[src/rtl/dmem_arb_pkg.sv]
// Shared types and defaults for the data-memory arbiter.
// Optional DMEM_ARB_RR_EN selects round-robin arbitration in rr_arb2.
package dmem_arb_pkg;

   localparam int unsigned AW_DEF = 6;
   localparam int unsigned DW_DEF = 32;

   typedef enum logic {
      S_IDLE,
      S_ACCESS
   } state_e;

   typedef enum logic {
      REQ0,
      REQ1
   } req_id_e;

   // One-hot two-way grant to requester id.
   function automatic req_id_e gnt2id(input logic [1:0] g);
      return g[1] ? REQ1 : REQ0;
   endfunction

endpackage

[src/rtl/rr_arb2.sv]
// Two-way arbiter: fixed priority (requester 0 wins) by default,
// round-robin with a pointer register when DMEM_ARB_RR_EN is defined.
module rr_arb2 (
   input  logic       clk_i,
   input  logic       rst_ni,
   input  logic [1:0] req_i,
   input  logic       adv_i,
   output logic [1:0] gnt_o
);

`ifdef DMEM_ARB_RR_EN
   logic ptr_q;

   // Tie goes to the requester the pointer selects.
   always_comb begin
      gnt_o = 2'b00;
      unique case (req_i)
         2'b01:   gnt_o = 2'b01;
         2'b10:   gnt_o = 2'b10;
         2'b11:   gnt_o = ptr_q ? 2'b10 : 2'b01;
         default: gnt_o = 2'b00;
      endcase
   end

   // After a grant the pointer favours the requester that lost.
   always_ff @(posedge clk_i or negedge rst_ni) begin
      if (!rst_ni) begin
         ptr_q <= 1'b0;
      end else if (adv_i) begin
         ptr_q <= gnt_o[0];
      end
   end
`else
   logic unused_arb;
   assign unused_arb = ^{clk_i, rst_ni, adv_i};

   // Requester 0 always wins a tie.
   always_comb begin
      gnt_o = 2'b00;
      unique case (req_i)
         2'b01:   gnt_o = 2'b01;
         2'b10:   gnt_o = 2'b10;
         2'b11:   gnt_o = 2'b01;
         default: gnt_o = 2'b00;
      endcase
   end
`endif

endmodule

[src/rtl/dmem_arbiter.sv]
// Two-requester data-memory arbiter: grant, one access cycle, ack.
// Define DMEM_ARB_RR_EN for round-robin instead of fixed priority.
module dmem_arbiter
   import dmem_arb_pkg::*;
#(
   parameter int unsigned AW = AW_DEF,
   parameter int unsigned DW = DW_DEF
) (
   input  logic          clk_i,
   input  logic          rst_ni,
   input  logic          req0_i,
   input  logic          req1_i,
   input  logic          we0_i,
   input  logic          we1_i,
   input  logic [AW-1:0] addr0_i,
   input  logic [AW-1:0] addr1_i,
   input  logic [DW-1:0] wdata0_i,
   input  logic [DW-1:0] wdata1_i,
   output logic          gnt0_o,
   output logic          gnt1_o,
   output logic          ack0_o,
   output logic          ack1_o,
   output logic [DW-1:0] rdata0_o,
   output logic [DW-1:0] rdata1_o,
   output logic [AW-1:0] mem_addr_o,
   output logic [DW-1:0] mem_wdata_o,
   output logic          mem_write_o,
   output logic          mem_read_o,
   input  logic [DW-1:0] mem_rdata_i
);

   state_e        state_q;
   logic          we_q;
   logic [AW-1:0] addr_q;
   logic [DW-1:0] wdata_q;
   req_id_e       id_q;
   logic          ack0_q;
   logic          ack1_q;
   logic [DW-1:0] rdata0_q;
   logic [DW-1:0] rdata1_q;

   logic [1:0]    arb_req;
   logic [1:0]    arb_gnt;
   logic          take;
   req_id_e       win;

   assign arb_req = {req1_i, req0_i};
   assign take    = (state_q == S_IDLE) & (|arb_req);
   assign win     = gnt2id(arb_gnt);

   rr_arb2 u_arb (
      .clk_i  (clk_i),
      .rst_ni (rst_ni),
      .req_i  (arb_req),
      .adv_i  (take),
      .gnt_o  (arb_gnt)
   );

   // Grants only in IDLE and never while reset is held.
   assign gnt0_o = take & arb_gnt[0] & rst_ni;
   assign gnt1_o = take & arb_gnt[1] & rst_ni;

   // Memory sees only the latched command; strobes only in ACCESS,
   // and reset clears the state at once so no write can follow.
   assign mem_addr_o  = addr_q;
   assign mem_wdata_o = wdata_q;
   assign mem_write_o = (state_q == S_ACCESS) & we_q;
   assign mem_read_o  = (state_q == S_ACCESS) & ~we_q;

   assign ack0_o   = ack0_q;
   assign ack1_o   = ack1_q;
   assign rdata0_o = rdata0_q;
   assign rdata1_o = rdata1_q;

   // FSM: latch the winner's command, access once, then ack the owner.
   always_ff @(posedge clk_i or negedge rst_ni) begin
      if (!rst_ni) begin
         state_q  <= S_IDLE;
         we_q     <= 1'b0;
         addr_q   <= '0;
         wdata_q  <= '0;
         id_q     <= REQ0;
         ack0_q   <= 1'b0;
         ack1_q   <= 1'b0;
         rdata0_q <= '0;
         rdata1_q <= '0;
      end else begin
         ack0_q <= 1'b0;
         ack1_q <= 1'b0;
         unique case (state_q)
            S_IDLE: begin
               if (take) begin
                  id_q    <= win;
                  state_q <= S_ACCESS;
                  if (win == REQ1) begin
                     we_q    <= we1_i;
                     addr_q  <= addr1_i;
                     wdata_q <= wdata1_i;
                  end else begin
                     we_q    <= we0_i;
                     addr_q  <= addr0_i;
                     wdata_q <= wdata0_i;
                  end
               end
            end
            S_ACCESS: begin
               state_q <= S_IDLE;
               if (id_q == REQ1) begin
                  ack1_q <= 1'b1;
                  if (!we_q) rdata1_q <= mem_rdata_i;
               end else begin
                  ack0_q <= 1'b1;
                  if (!we_q) rdata0_q <= mem_rdata_i;
               end
            end
            default: state_q <= S_IDLE;
         endcase
      end
   end

endmodule

[config.mk]
export PLATFORM = sky130hd
export DESIGN_NAME = dmem_arbiter
export DESIGN_NICKNAME = d
export VERILOG_FILES = /design/src/rtl/dmem_arb_pkg.sv /design/src/rtl/rr_arb2.sv /design/src/rtl/dmem_arbiter.sv
export SDC_FILE = /design/constraint.sdc
export NUM_CORES = 1
export LEC_CHECK = 0
export BUFFER_PORTS_ARGS = -buffer_cell sky130_fd_sc_hd__buf_2
export CAP_MARGIN = 25
export CORE_MARGIN = 1
export CORE_UTILIZATION = 50
export DETAILED_ROUTE_END_ITERATION = 10
export MAX_ROUTING_LAYER = met4
export PLACE_DENSITY = 0.85
export RECOVER_POWER = 50
export SLEW_MARGIN = 20
export SYNTH_ARGS = -nofsm -noshare
export SYNTH_HDL_FRONTEND = slang
export SYNTH_SLANG_ARGS = --single-unit
[constraint.sdc]
create_clock -name clk_i -period 2.1 [get_ports clk_i]
set_input_delay 0.21 -clock clk_i [delete_from_list [all_inputs] [get_ports clk_i]]
set_output_delay 0.21 -clock clk_i [all_outputs]
set_load 0.1 [all_outputs]
* Yosys cells after proc, flatten, opt, wreduce, memory -nomap -nowiden
Index checks and enable logic that the tools add are counted.
Word-level totals: bits in registers 107, input bits 114, output and inout bits 108, word-level logic and storage cells 38
Operators by class: eq/ne operators 3, mux-type cells 11, bitwise logic cells 10, reduce and logical (&&, ||, !) cells 5
Operators by type and width (count):
- 32-bit 2-to-1 mux | 1
- 1-bit AND | 7
- 1-bit 2-to-1 mux | 7
- 6-bit 2-to-1 mux | 1
- 3-bit AND reduction | 2
- 2-bit == test, second input constant | 2
- 2-bit one-hot mux with 2 select lines | 1
- 2-bit OR reduction | 2
- 1-bit NOT | 3
- 2-bit by 1-bit == test with 1-bit output, second input constant | 1
- 1-bit one-hot mux with 2 select lines | 1
- 2-bit AND reduction | 1

* Logic depth before layout (Yosys ltp)
word-level depth 5, depth in mapped cells 5, gate-level depth less buffers 2

* Hierarchy
A second synthesis with hierarchy kept.
Unflattened totals: cell total of the unflattened synthesis 277, area total of the unflattened synthesis 4662.0 µm²
By module, submodules not included:
- dmem_arbiter | times used 1, cells an instance 275, area an instance 4652.0 µm², seq. area each 2677.6 µm²
- rr_arb2 | times used 1, cells an instance 2, area an instance 10.0 µm², seq. area each 0.0 µm²

* Worst setup path after synthesis
Ideal clock, no wire load.
path kind register -> output, start register state_q, end output mem_read_o, data arrival time 2.086 ns, required time 1.890 ns, setup slack -0.196 ns, stages on the path, launching flop included 4, path buffers 2, cells stage by stage dfrtp_1 -> buf_6 -> clkbuf_1 -> nor2b_1
On the way: longest elaborated chain between the ends 1
RTL lines:
- from (decl) | line dmem_arbiter.sv:32 | state_e state_q;
- from (signal assigned) | line dmem_arbiter.sv:78 | state_q <= S_IDLE;
- from (signal assigned) | line dmem_arbiter.sv:94 | state_q <= S_ACCESS;
- from (signal assigned) | line dmem_arbiter.sv:107 | state_q <= S_IDLE;
- 1-bit AND | line dmem_arbiter.sv:68 | assign mem_read_o = (state_q == S_ACCESS) & ~we_q;
- to (decl) | line dmem_arbiter.sv:28 | output logic mem_read_o,
No other way between the ends.

* Worst setup path in the final report
start register state_q, end output gnt0_o
On the way: longest elaborated chain between the ends 4
RTL lines:
- 1-bit NOT (no source line)
- 1-bit AND | line dmem_arbiter.sv:48 | assign take = (state_q == S_IDLE) & (|arb_req);
- 1-bit AND (2 in series) | line dmem_arbiter.sv:60 | assign gnt0_o = take & arb_gnt[0] & rst_ni;
- to (decl) | line dmem_arbiter.sv:19 | output logic gnt0_o,
No other way between the ends.

==> results.yml <==
place:
  detailed_place_hpwl_mm: 8.40
  gp_congestion: 0.753
  dp_slack_ps: 466
  placed_cells: 699
  port_buffers: 221
clocking:
  cts.path.max_buffers: 2
  cts_made_buffers: 9
  clk_pin_slew_ps: 110
  htreeDepth: 3
  postCtsSetupBuffers: 0
  cts_tree: "built"
  clk_latency_ps: 360
  postCtsHoldBufs: 1
  cts_resized: 0
  clock-sinks: 107
  cts_root_buffer: "clkbuf_8"
cells_and_area:
  fin_cells: 716
  antenna_cells: 0
  drive_above_1_share: 0.440
  n_fill_cell: 755
  nets: 696
  register_area_um2: 2680
  multi_input_area_um2: 1720
  area_delta_synth_final_pct: 28.0
detailed_routing:
  drtPass1Iterations: 4
  finalWirelength_mm: 11.6
  wl_per_cell_um: 16.2
  vias: 3763
  vias_per_cell: 5.26
  postRouteAntennaNets: 0
  route.detailed.drc: 0
  drt_iter0_drc: 127
sta:
  slew_headroom: 0.182
  tns_ps: 0
  setup-violations-final: 0
  fin_skew_ps: 16.5
  timing.final.ws_setup_ps: 261
  slew_viol_final: 0
  fin_crit_ps: 1840
  tightest_slew_ps: 1230
  finalHoldViolCount: 0
  holdWs_ps: 75.9
  fin_crit_sh: 0.876
  rsz0062_at_grt: "no"
  fmax_mhz: 544
hold_path:
  holdPathStages: 3
  min_path_type: "input pin to flop"
  min_to: "mem_addr_o[4]"
  hold_start: "addr0_i[4]"
worst_setup_path:
  crit_top_cell: "buf_12"
  crit_path_top_delay_cell: "dfrtp_2"
  crit_path_max_fanout: 73
  reg2reg_setup_slack_ps: 500
  startpoint_type: "flop"
  endpoint_kind: "output pin"
  cp.depth: 3
  crit-reg2reg-launch: "state_q"
  crit_family: "flip-flops"
  rr_worst_depth: 3
  worstSetupPathType: "flop to output pin"
  reg2reg_to: "mem_addr_o[2]"
  crit_path_start: "state_q"
  crit_path_max_incr_delay_ps: 520
  crit_chain: "buf_12, and3b_1, buf_12"
  cp.arrival_ps: 1630
  cp_num_buf_inv: 2
  worstPathRequired_ps: 1890
synthesis:
  yosysWarnings: 0
  synth.avg_cell_area_um2: 12.8
  syn_area_um2: 4770
  ys_seq_elements: 107
  synth.yosys.seq_area_share: 0.561
  synth_cell_types: 24
  synth_cells: 373
  synth_fp_nets: 487
global_route:
  grt_usage: 0.245
  overflow: 0
  grt_max_degree: 74
  grt_pass1_wl_mm: 18.5
  grt_pass1_vias: 3769
  antenna_found_initial: 0
die:
  io_pins: 222
  core_um2: 9240
  die_area_um2: 9940
  chipWidth_um: 99.7
  dieHeight_um: 99.7
  start_util: 0.516
  rows: 35
flow_run:
  cap_violations: 0
status:
  status: "finished clean"
## cells in the mapped netlist
cell        n  area share
nor2b_1     4      0.0052
a221oi_1    1      0.0018
buf_2       7      0.0073
nor2_1      5      0.0039
nand3b_4    1      0.0042
nor3b_1    33       0.052
clkbuf_1   12      0.0094
mux2_4      1      0.0031
nand2b_1    1      0.0013
buf_4       3      0.0047
and3b_1     2      0.0037
o21bai_4    1      0.0039
mux2_1      3      0.0071
a211oi_1   33       0.052
a21oi_1     1      0.0010
nor3b_4     1      0.0039
and2_1      2      0.0026
buf_6       8       0.019
nor4b_1    34       0.062
clkbuf_2    1      0.0010
dfrtp_1   107        0.56
inv_1      47       0.037
a222oi_1    5       0.010
mux2_2     60        0.14
## cell usage in the layout, fill, tap and decap left out, types with 2 or more instances in the layout
cell and n:
a211oi_1 33, a222oi_1 5, and3b_1 2, buf_12 5, buf_2 167, buf_4 3
clkbuf_1 52, clkbuf_8 9, clkinv_8 2, dfrtp_1 106, inv_1 47, inv_6 2
mux2_1 3, mux2_2 60, nor2_1 5, nor2b_1 3, nor3b_1 33, nor4b_1 34
## worst max path at each step
stage | to | slack, ps
finish | gnt0_o | 260
global placement | mem_addr_o[3] | 550
global route | gnt0_o | 160
CTS | gnt0_o | 230
detailed placement | mem_wdata_o[31] | 470
floorplan | mem_read_o | 320
## final cells by class
class,instances,share of cell area
Inverter,47,0.0289
Sequential cell,107,0.439
Timing Repair Buffer,229,0.191
Clock buffer,9,0.0203
Clock inverter,7,0.0127
Tap cell,129,0.0264
Multi-Input combinational cell,188,0.282
## kinds of logic after synthesis
group | Yosys count | share of synthesized area
DFF | 107 | 0.561
and+or+nand+nor | 83 | 0.139
buffers and inverters | 78 | 0.0784
muxes | 64 | 0.152
AOI/OAI and AO/OA | 41 | 0.0692
## worst reg2reg max path, stage by stage, from the launching register on
cell and delay [ps]:
dfrtp_2 510, buf_12 250, nor2b_1 500, a222oi_1 180
## metrics by stage
stage / util / area (µm²)
final: 0.661 / 6110
after global routing: 0.661 / 6110
after CTS: 0.669 / 6180
after detailed placement: 0.646 / 5970
after global placement: 0.646 / 5970
after floorplan: - / 4770
## layer usage
| metal | global-route usage | vias to the layer above | routed length [µm] |
|---|---|---|---|
| li1 | - | 1749 | - |
| met1 | 0.310 | 1824 | 5110 |
| met2 | 0.398 | 178 | 5590 |
| met3 | 0.0499 | 12 | 778 |
| met4 | 0.0747 | 0 | 149 |
| met5 | - | - | 0 |
## flip-flops by register name, summed over array words and instances (netlist names)
signal	count
mem_addr_o	6
rdata1_o	32
id_q	1
state_q	1
mem_wdata_o	32
rdata0_o	32
ack0_o	1
we_q	1
ack1_o	1
Power is left out: the tool's default activity adds up to more than one toggle a clock period on the data nets, which glitch-free logic cannot reach.
